===== src/rtl/sevenseg_scan_n_if.sv =====
// Datapath write port, brightness control and display pins of the seven-segment scanner.
interface sevenseg_scan_n_if #(
  parameter int NDIG = 8,
  parameter int BW   = 17
);
  localparam int AW = $clog2(NDIG);

  logic            wr_en;
  logic [AW-1:0]   wr_addr;
  logic [6:0]      wr_data;
  logic [BW-1:0]   bright;
  logic [NDIG-1:0] an_n;
  logic [6:0]      segs_n;
  logic            dp_n;
  logic            frame;

  modport master (output wr_en, wr_addr, wr_data, bright,
                  input  an_n, segs_n, dp_n, frame);
  modport slave  (input  wr_en, wr_addr, wr_data, bright,
                  output an_n, segs_n, dp_n, frame);
endinterface


===== src/rtl/sevenseg_scan_n.sv =====
// Time-multiplexed common-anode seven-segment driver with per-slot PWM brightness.
// Digit words are latched into a shadow at slot start so writes never disturb a live slot.
module sevenseg_scan_n #(
  parameter int NDIG = 8,
  parameter int DIV  = 100000,
  parameter int BW   = $clog2(DIV+1)
) (
  input  logic            clk,
  input  logic            rst,
  sevenseg_scan_n_if.slave bus
);
  localparam int AW = $clog2(NDIG);
  localparam int CW = $clog2(DIV);

  logic [6:0]      regs [NDIG];
  logic [CW-1:0]   cnt, ph;
  logic [AW-1:0]   idx, sidx;
  logic [6:0]      shadow;
  logic [BW-1:0]   bright_q;
  logic [1:0]      wrap_pipe;
  logic            cnt_end, idx_end, lit;
  logic [6:0]      glyph;
  logic [NDIG-1:0] an_sel;

  assign cnt_end = (cnt == CW'(DIV-1));
  assign idx_end = (idx == AW'(NDIG-1));

  always_ff @(posedge clk or posedge rst) begin
    if (rst) begin
      for (int i = 0; i < NDIG; i++) regs[i] <= '0;
    end else if (bus.wr_en && ({1'b0, bus.wr_addr} < (AW+1)'(NDIG))) begin
      regs[bus.wr_addr] <= bus.wr_data;
    end
  end

  // ph/sidx trail cnt/idx by one clock so the shadow is already valid at slot position 0.
  always_ff @(posedge clk or posedge rst) begin
    if (rst) begin
      cnt       <= '0;
      idx       <= '0;
      ph        <= '0;
      sidx      <= '0;
      shadow    <= '0;
      bright_q  <= '0;
      wrap_pipe <= '0;
    end else begin
      cnt  <= cnt_end ? '0 : cnt + CW'(1);
      if (cnt_end) idx <= idx_end ? '0 : idx + AW'(1);
      ph   <= cnt;
      sidx <= idx;
      if (cnt == '0) begin
        shadow   <= regs[idx];
        bright_q <= bus.bright;
      end
      wrap_pipe <= {wrap_pipe[0], cnt_end && idx_end};
    end
  end

  assign lit = shadow[6] && (BW'(ph) < bright_q);

  always_comb begin
    an_sel = '1;
    if (lit) an_sel[sidx] = 1'b0;
  end

  always_comb begin
    case (shadow[4:0])
      5'h00: glyph = 7'h40;
      5'h01: glyph = 7'h79;
      5'h02: glyph = 7'h24;
      5'h03: glyph = 7'h30;
      5'h04: glyph = 7'h19;
      5'h05: glyph = 7'h12;
      5'h06: glyph = 7'h02;
      5'h07: glyph = 7'h78;
      5'h08: glyph = 7'h00;
      5'h09: glyph = 7'h10;
      5'h0A: glyph = 7'h08;
      5'h0B: glyph = 7'h03;
      5'h0C: glyph = 7'h46;
      5'h0D: glyph = 7'h21;
      5'h0E: glyph = 7'h06;
      5'h0F: glyph = 7'h0E;
      5'h10: glyph = 7'h3F;
      5'h11: glyph = 7'h77;
      5'h12: glyph = 7'h09;
      5'h13: glyph = 7'h47;
      5'h14: glyph = 7'h0C;
      default: glyph = 7'h7F;
    endcase
  end

  // Segments and dp are forced dark whenever the anode is off to avoid ghosting.
  always_ff @(posedge clk or posedge rst) begin
    if (rst) begin
      bus.an_n   <= '1;
      bus.segs_n <= 7'h7F;
      bus.dp_n   <= 1'b1;
      bus.frame  <= 1'b0;
    end else begin
      bus.an_n   <= an_sel;
      bus.segs_n <= lit ? glyph : 7'h7F;
      bus.dp_n   <= ~(lit && shadow[5]);
      bus.frame  <= wrap_pipe[1];
    end
  end
endmodule


===== src/flat_wrapper.sv =====
// flat-port wrapper written by rule: the top's interface ports become plain ports
module sevenseg_scan_n_flat 
#(
  parameter int NDIG = 8,
  parameter int DIV  = 100000,
  parameter int BW   = $clog2(DIV+1)
)
  (clk, rst, bus_wr_en, bus_wr_addr, bus_wr_data, bus_bright, bus_an_n, bus_segs_n, bus_dp_n, bus_frame);
  sevenseg_scan_n_if #(.NDIG(NDIG), .BW(BW)) bus_i ();
  input  logic clk;
  input  logic rst;
  input wire logic [$bits(bus_i.wr_en)-1:0] bus_wr_en;
  input wire logic [$bits(bus_i.wr_addr)-1:0] bus_wr_addr;
  input wire logic [$bits(bus_i.wr_data)-1:0] bus_wr_data;
  input wire logic [$bits(bus_i.bright)-1:0] bus_bright;
  output wire logic [$bits(bus_i.an_n)-1:0] bus_an_n;
  output wire logic [$bits(bus_i.segs_n)-1:0] bus_segs_n;
  output wire logic [$bits(bus_i.dp_n)-1:0] bus_dp_n;
  output wire logic [$bits(bus_i.frame)-1:0] bus_frame;
  assign bus_i.wr_en = bus_wr_en;
  assign bus_i.wr_addr = bus_wr_addr;
  assign bus_i.wr_data = bus_wr_data;
  assign bus_i.bright = bus_bright;
  assign bus_an_n = bus_i.an_n;
  assign bus_segs_n = bus_i.segs_n;
  assign bus_dp_n = bus_i.dp_n;
  assign bus_frame = bus_i.frame;
  sevenseg_scan_n #(.NDIG(NDIG), .DIV(DIV), .BW(BW)) u_core (.clk(clk), .rst(rst), .bus(bus_i));
endmodule

===== config.mk =====
export PLATFORM = sky130hd
export DESIGN_NAME = sevenseg_scan_n_flat
export DESIGN_NICKNAME = d
export VERILOG_FILES = /design/src/rtl/sevenseg_scan_n_if.sv /design/src/rtl/sevenseg_scan_n.sv /design/src/flat_wrapper.sv
export SDC_FILE = /design/constraint.sdc
export NUM_CORES = 1
export LEC_CHECK = 0
export ABC_CLOCK_PERIOD_IN_PS = 11300
export CAP_MARGIN = 20
export CORE_MARGIN = 3
export CORE_UTILIZATION = 63
export DETAILED_ROUTE_END_ITERATION = 8
export GPL_TIMING_DRIVEN = 0
export PLACE_DENSITY_LB_ADDON = 0.2
export SLEW_MARGIN = 20
export SYNTH_ARGS = -nofsm -noshare
export SYNTH_HDL_FRONTEND = slang
export SYNTH_SLANG_ARGS = --single-unit

===== constraint.sdc =====
create_clock -name clk -period 11.3 [get_ports clk]
set_clock_uncertainty 0.1 [all_clocks]
set_input_delay 1.13 -clock clk [delete_from_list [all_inputs] [get_ports clk]]
set_output_delay 1.13 -clock clk [all_outputs]
set_load 0.02 [all_outputs]

After elaboration in Yosys (flattened, before gate mapping)
Memory sizes are Yosys's and may differ from the RTL's.
Cells that the tools add are included.
Widths: inputs -> output; s select.
{"block": "totals", "ff_bits": 139, "rom_bits": 224, "in_bits": 30, "out_inout_bits": 17, "elab_cells": 52, "memories": 1}
{"block": "classes", "n_addsub": 2, "order_cmp": 6, "n_eq_ne": 2, "mux": 12, "bitwise": 4, "n_reduce_logical": 6}
{"name": "(name not given)", "depth": 32, "width": 7, "read_ports": 1, "rd_ports_with_merged_regs": 0, "write_ports": 0, "line": "sevenseg_scan_n.sv:67", "text": "case (shadow[4:0])"}
{"cell": "$bwmux 56", "count": 1}
{"cell": "$mux 7", "count": 4}
{"cell": "$bmux 7 s3", "count": 1}
{"cell": "$demux 7 s3", "count": 1}
{"cell": "$add 17x1->17 const B", "count": 1}
{"cell": "$eq 17x17->1 const B", "count": 1}
{"cell": "$logic_not 17->1", "count": 1}
{"cell": "$lt 17x17->1", "count": 1}
{"cell": "$mux 17", "count": 1}
{"cell": "$ge 4x4->1 const B", "count": 2}
{"cell": "$mux 8", "count": 1}
{"cell": "$not 3->4", "count": 2}
{"cell": "$not 8->8", "count": 1}
{"cell": "$logic_and 1x1->1", "count": 5}
{"cell": "$lt 3x4->1 const B", "count": 1}
{"cell": "$lt 4x1->1 const B", "count": 1}
{"cell": "$add 3x1->3 const B", "count": 1}
{"cell": "$demux 1 s3", "count": 1}
{"cell": "$eq 3x3->1 const B", "count": 1}
{"cell": "$ge 3x1->1 const B", "count": 1}
{"cell": "$mux 3", "count": 1}
{"cell": "$mux 1", "count": 1}
{"cell": "$not 1->1", "count": 1}

Logic depth before layout (Yosys ltp)
{"block": "depth", "ltp_word": 6, "mapped_depth": 7, "mapped_depth_nobuf": 6}

Worst setup path after synthesis
Ideal clock, no wire load.
{"block": "synth_path", "kind": "input port to flip-flop", "startpoint": "input port bus_wr_addr[1]", "endpoint": "register u_core.regs[21] (netlist name)", "arrival_ps": 2237, "t_required_ps": 11075, "setup_slack_ps": 8838, "stages": 4, "path_cell_list": "clkbuf_1 nand2b_1 nor3b_2 mux2_2"}
{"block": "synth_via", "elab_chain_len": 6, "word_cells_on_any_way": 7, "classes_between": "2 x order compare; 3 x mux; 1 x bitwise; 1 x reduce/logical"}
{"item": "start, declared", "line": "flat_wrapper.sv:13", "text": "input wire logic [$bits(bus_i.wr_addr)-1:0] bus_wr_addr;"}
{"item": "$not 3->4 (implied by the code) *", "line": "sevenseg_scan_n.sv:32", "text": "regs[bus.wr_addr] <= bus.wr_data;"}
{"item": "$ge 4x4->1 (implied by the code) or $lt 4x1->1 (tied branches)", "line": "sevenseg_scan_n.sv:32"}
{"item": "$logic_and 1x1->1 (implied by the code)", "line": "sevenseg_scan_n.sv:32"}
{"item": "$mux 7 (implied by the code)", "line": "sevenseg_scan_n.sv:32"}
{"item": "$demux 7 s3 *", "line": "sevenseg_scan_n.sv:32"}
{"item": "$bwmux 56 *", "line": "sevenseg_scan_n.sv:32"}
{"item": "end signal, assigned by index", "line": "sevenseg_scan_n.sv:32"}
{"item": "end, declared", "line": "sevenseg_scan_n.sv:15", "text": "logic [6:0] regs [NDIG];"}
Every way passes the cells marked *; elsewhere a longest branch is shown, timed or not.
A chain may end at the register's enable or synchronous reset.

Final worst setup path
{"block": "layout_path", "startpoint": "register u_core.bus.segs_n[2]", "endpoint": "output port bus_segs_n[2]"}
{"item": "start, declared", "line": "sevenseg_scan_n_if.sv:20", "text": "output an_n, segs_n, dp_n, frame);"}
{"item": "start signal, assigned", "line": "sevenseg_scan_n.sv:102", "text": "bus.segs_n <= lit ? glyph : 7'h7F;"}
{"item": "end, declared", "line": "flat_wrapper.sv:17", "text": "output wire logic [$bits(bus_i.segs_n)-1:0] bus_segs_n;"}
No word-level cell between the ends.

==> flow_summary.toml <==
[run_status]
status = "finished clean"

[critical_path]
arrival_ps = 1650
cp-start-kind = "flop"
r2r_slack_ps = 8910
slowest_stage = "clkdlybuf4s50_1"
path_max_fanout = 1
cp-end-kind = "primary output"
path_buf_inv = 1
cp_data_required_time_ps = 10070
crit_chain = "clkdlybuf4s50_1"
critical_path_class = "flop to primary output"
r2r_start = "u_core.bright_q[14]"
path_delay_family = "buffers and inverters"
crit_path_start = "u_core.bus.segs_n[2]"
slowest_delay_ps = 600
r2r_cells = 7
r2r-end = "u_core.bus.segs_n[5]"
crit_cells = 1

[power_and_ir_drop]
pwr-share-seq = 0.470
leakage_nw = 3.36
clock_power_share = 0.439
pwr-share-comb = 0.091
ir_drop_uv = 118
p_per_area_nw_per_um2 = 159
switching_share = 0.218
p_sw_mw = 0.264
p_int_mw = 0.950

[cells_and_area]
n_antenna_cell = 0
final_cell_count_no_fill = 673
area_growth_pct = 18.3
drive_above_1_share = 0.285
num-nets-final = 586
nFillCells = 577

[drt]
drt_pre_antenna_iters = 5
wl_per_cell_um = 19.0
route.vias.total = 3961
drt_iter0_drc = 261
drt_wl_total_um = 12800
viasPerCell = 5.89
ant_nets = 0
drc = 0

[sta]
rsz0062_at_grt = "false"
slew_viol_final = 0
hold_violations = 0
setup_viol = 0
totalNegativeSetupSlack_ps = 0
period_minus_slack_ps = 2880
worst_pin_slew_ps = 831
period_share = 0.255
relSlewSlack = 0.443
layout_setup_ws_ps = 8420
fmax_ghz = 0.347

[global_routing]
grt_use_total = 0.247
grt_max_degree = 80
grt_pass1_vias = 4104
gr-total-overflow = 0
antenna_found_initial = 0
grt_pass1_wl_um = 21300

[job]
cap_violations = 0

[floorplanning]
start_util = 0.654
die_h_um = 107
die_x_um = 107
io_pins = 47
fp-row-count = 36
dieArea_um2 = 11500
core_um2 = 9860

[cts]
clkSinkCount = 139
clock_path_buffers = 2
cts_made_buffers = 17
cts_tree = "built"
clock_latency_ps = 530
root_buffer = "clkbuf_8"
cts_resized = 0
cts_max_level = 4
hold_buffers = 0
path_clk_slew_ps = 60
postCtsSetupBuffers = 0

[synth]
synth_fp_nets = 524
seq_area_frac_synth = 0.542
async_flop_share = 1.00
yosys_warnings = 0
synth_seq_cells = 139
ys_types = 52
synth_ff_type = "dfrtp_1"
post_synth_most_frequent_cells = "dfrtp_1 (123), mux2_2 (84), ha_1 (26)"
synth_area_per_cell_um2 = 13.8
synthTopCellsByArea = "dfrtp_1 (48%), mux2_2 (15%), dfstp_2 (6.5%)"
yosysTopAreaCellShare = 0.477
synth_cells = 468
synth.most_common_cell = "dfrtp_1"
synth-edff-count = 0
synth_top_area_cell = "dfrtp_1"
syn_area_um2 = 6450

[place]
dp_slack_ps = 8470
placed_cells = 644
io_buffers = 42
gp_congestion = 0.857
post-dp-hpwl_um = 8170

[min_path]
hold_path_depth = 0
hold_path.class = "flop to flop"
hp-start = "u_core.wrap_pipe[1]"
min_to = "u_core.bus.frame"
## registers in the layout (all words and copies together) (netlist names)
| name | flops |
|---|---|
| u_core.bright_q | 17 |
| u_core.wrap_pipe | 2 |
| u_core.idx | 3 |
| u_core.ph | 17 |
| u_core.shadow | 7 |
| u_core.bus.an_n | 8 |
| u_core.bus.frame | 1 |
| u_core.regs | 56 |
| u_core.cnt | 17 |
| u_core.bus.dp_n | 1 |
| u_core.sidx | 3 |
| u_core.bus.segs_n | 7 |
## kinds of logic (layout without fill, tap and decap cells)
logic type / after synthesis / count (layout) / synth area share
AO/OA/AOI/OAI: 32 / 32 / 0.0318
XOR/XNOR: 13 / 13 / 0.0177
adder cells (fa/ha/maj): 26 / 26 / 0.0504
buffers and inverters: 46 / 118 / 0.0349
flip-flops: 139 / 139 / 0.542
multiplexers: 112 / 112 / 0.228
AND/OR/NAND/NOR: 100 / 100 / 0.0945
## per-stage QoR
step | area, um2 | hold WS, ps | power, mW | utilization
floorplan | 6450 | 231 | 0.651 | -
global placement | 7040 | 243 | 0.677 | 0.713
detailed placement | 7070 | 244 | 0.687 | 0.717
CTS | 7630 | 255 | 1.22 | 0.773
global route | 7630 | 264 | 1.26 | 0.773
finish | 7630 | 256 | 1.21 | 0.773
## per-layer routing
layer  global-route usage  part of all wire  vias to the layer above
met4               0.0877             0.017                        0
met1                0.335              0.46                     2017
met3               0.0686             0.033                       19
li1                     -                 -                     1845
met5                    0                 0                        -
met2                0.384              0.49                       80
## worst max path at each step
stage | end | slack, ps
5_1_grt | bus_an_n[6] | 8370
6_report | bus_segs_n[2] | 8420
3_3_place_gp | u_core.shadow[2] | 4780
2_1_floorplan | u_core.bright_q[0] | 6370
3_5_place_dp | u_core.regs[22] | 8470
4_1_cts | bus_an_n[6] | 8400
## power by group through the flow
stage | registers (mW) | clock network (mW) | logic [mW]
after floorplan | 0.569 | 0 | 0.0812
after global placement | 0.574 | 0 | 0.103
after detailed placement | 0.577 | 0 | 0.110
after CTS | 0.570 | 0.541 | 0.112
after global routing | 0.576 | 0.566 | 0.122
final | 0.571 | 0.533 | 0.111
## area by class of cell
class	count	area [um2]	area share
Buffer	22	135	0.0177
Tap cell	133	166	0.0218
Timing Repair Buffer	43	448	0.0587
Multi-Input combinational cell	283	2730	0.357
Clock inverter	9	124	0.0162
Clock buffer	20	435	0.0571
Inverter	24	97.6	0.0128
Sequential cell	139	3500	0.459
## layout by cell type (no fill, tap or decap), types with 7 or more instances in the layout
master             n
dfstp_2           16
dfrtp_1          123
nand2_1           14
xor2_1             7
clkbuf_1          13
mux4_1            10
nor2_1            12
inv_1             23
mux2i_1            9
mux2_2            84
o21ai_0            7
nand4_1           25
a21oi_1            9
clkbuf_16         16
nand3_1            7
ha_1              26
clkdlybuf4s50_1   42
Power figures use the tool's default switching activity.
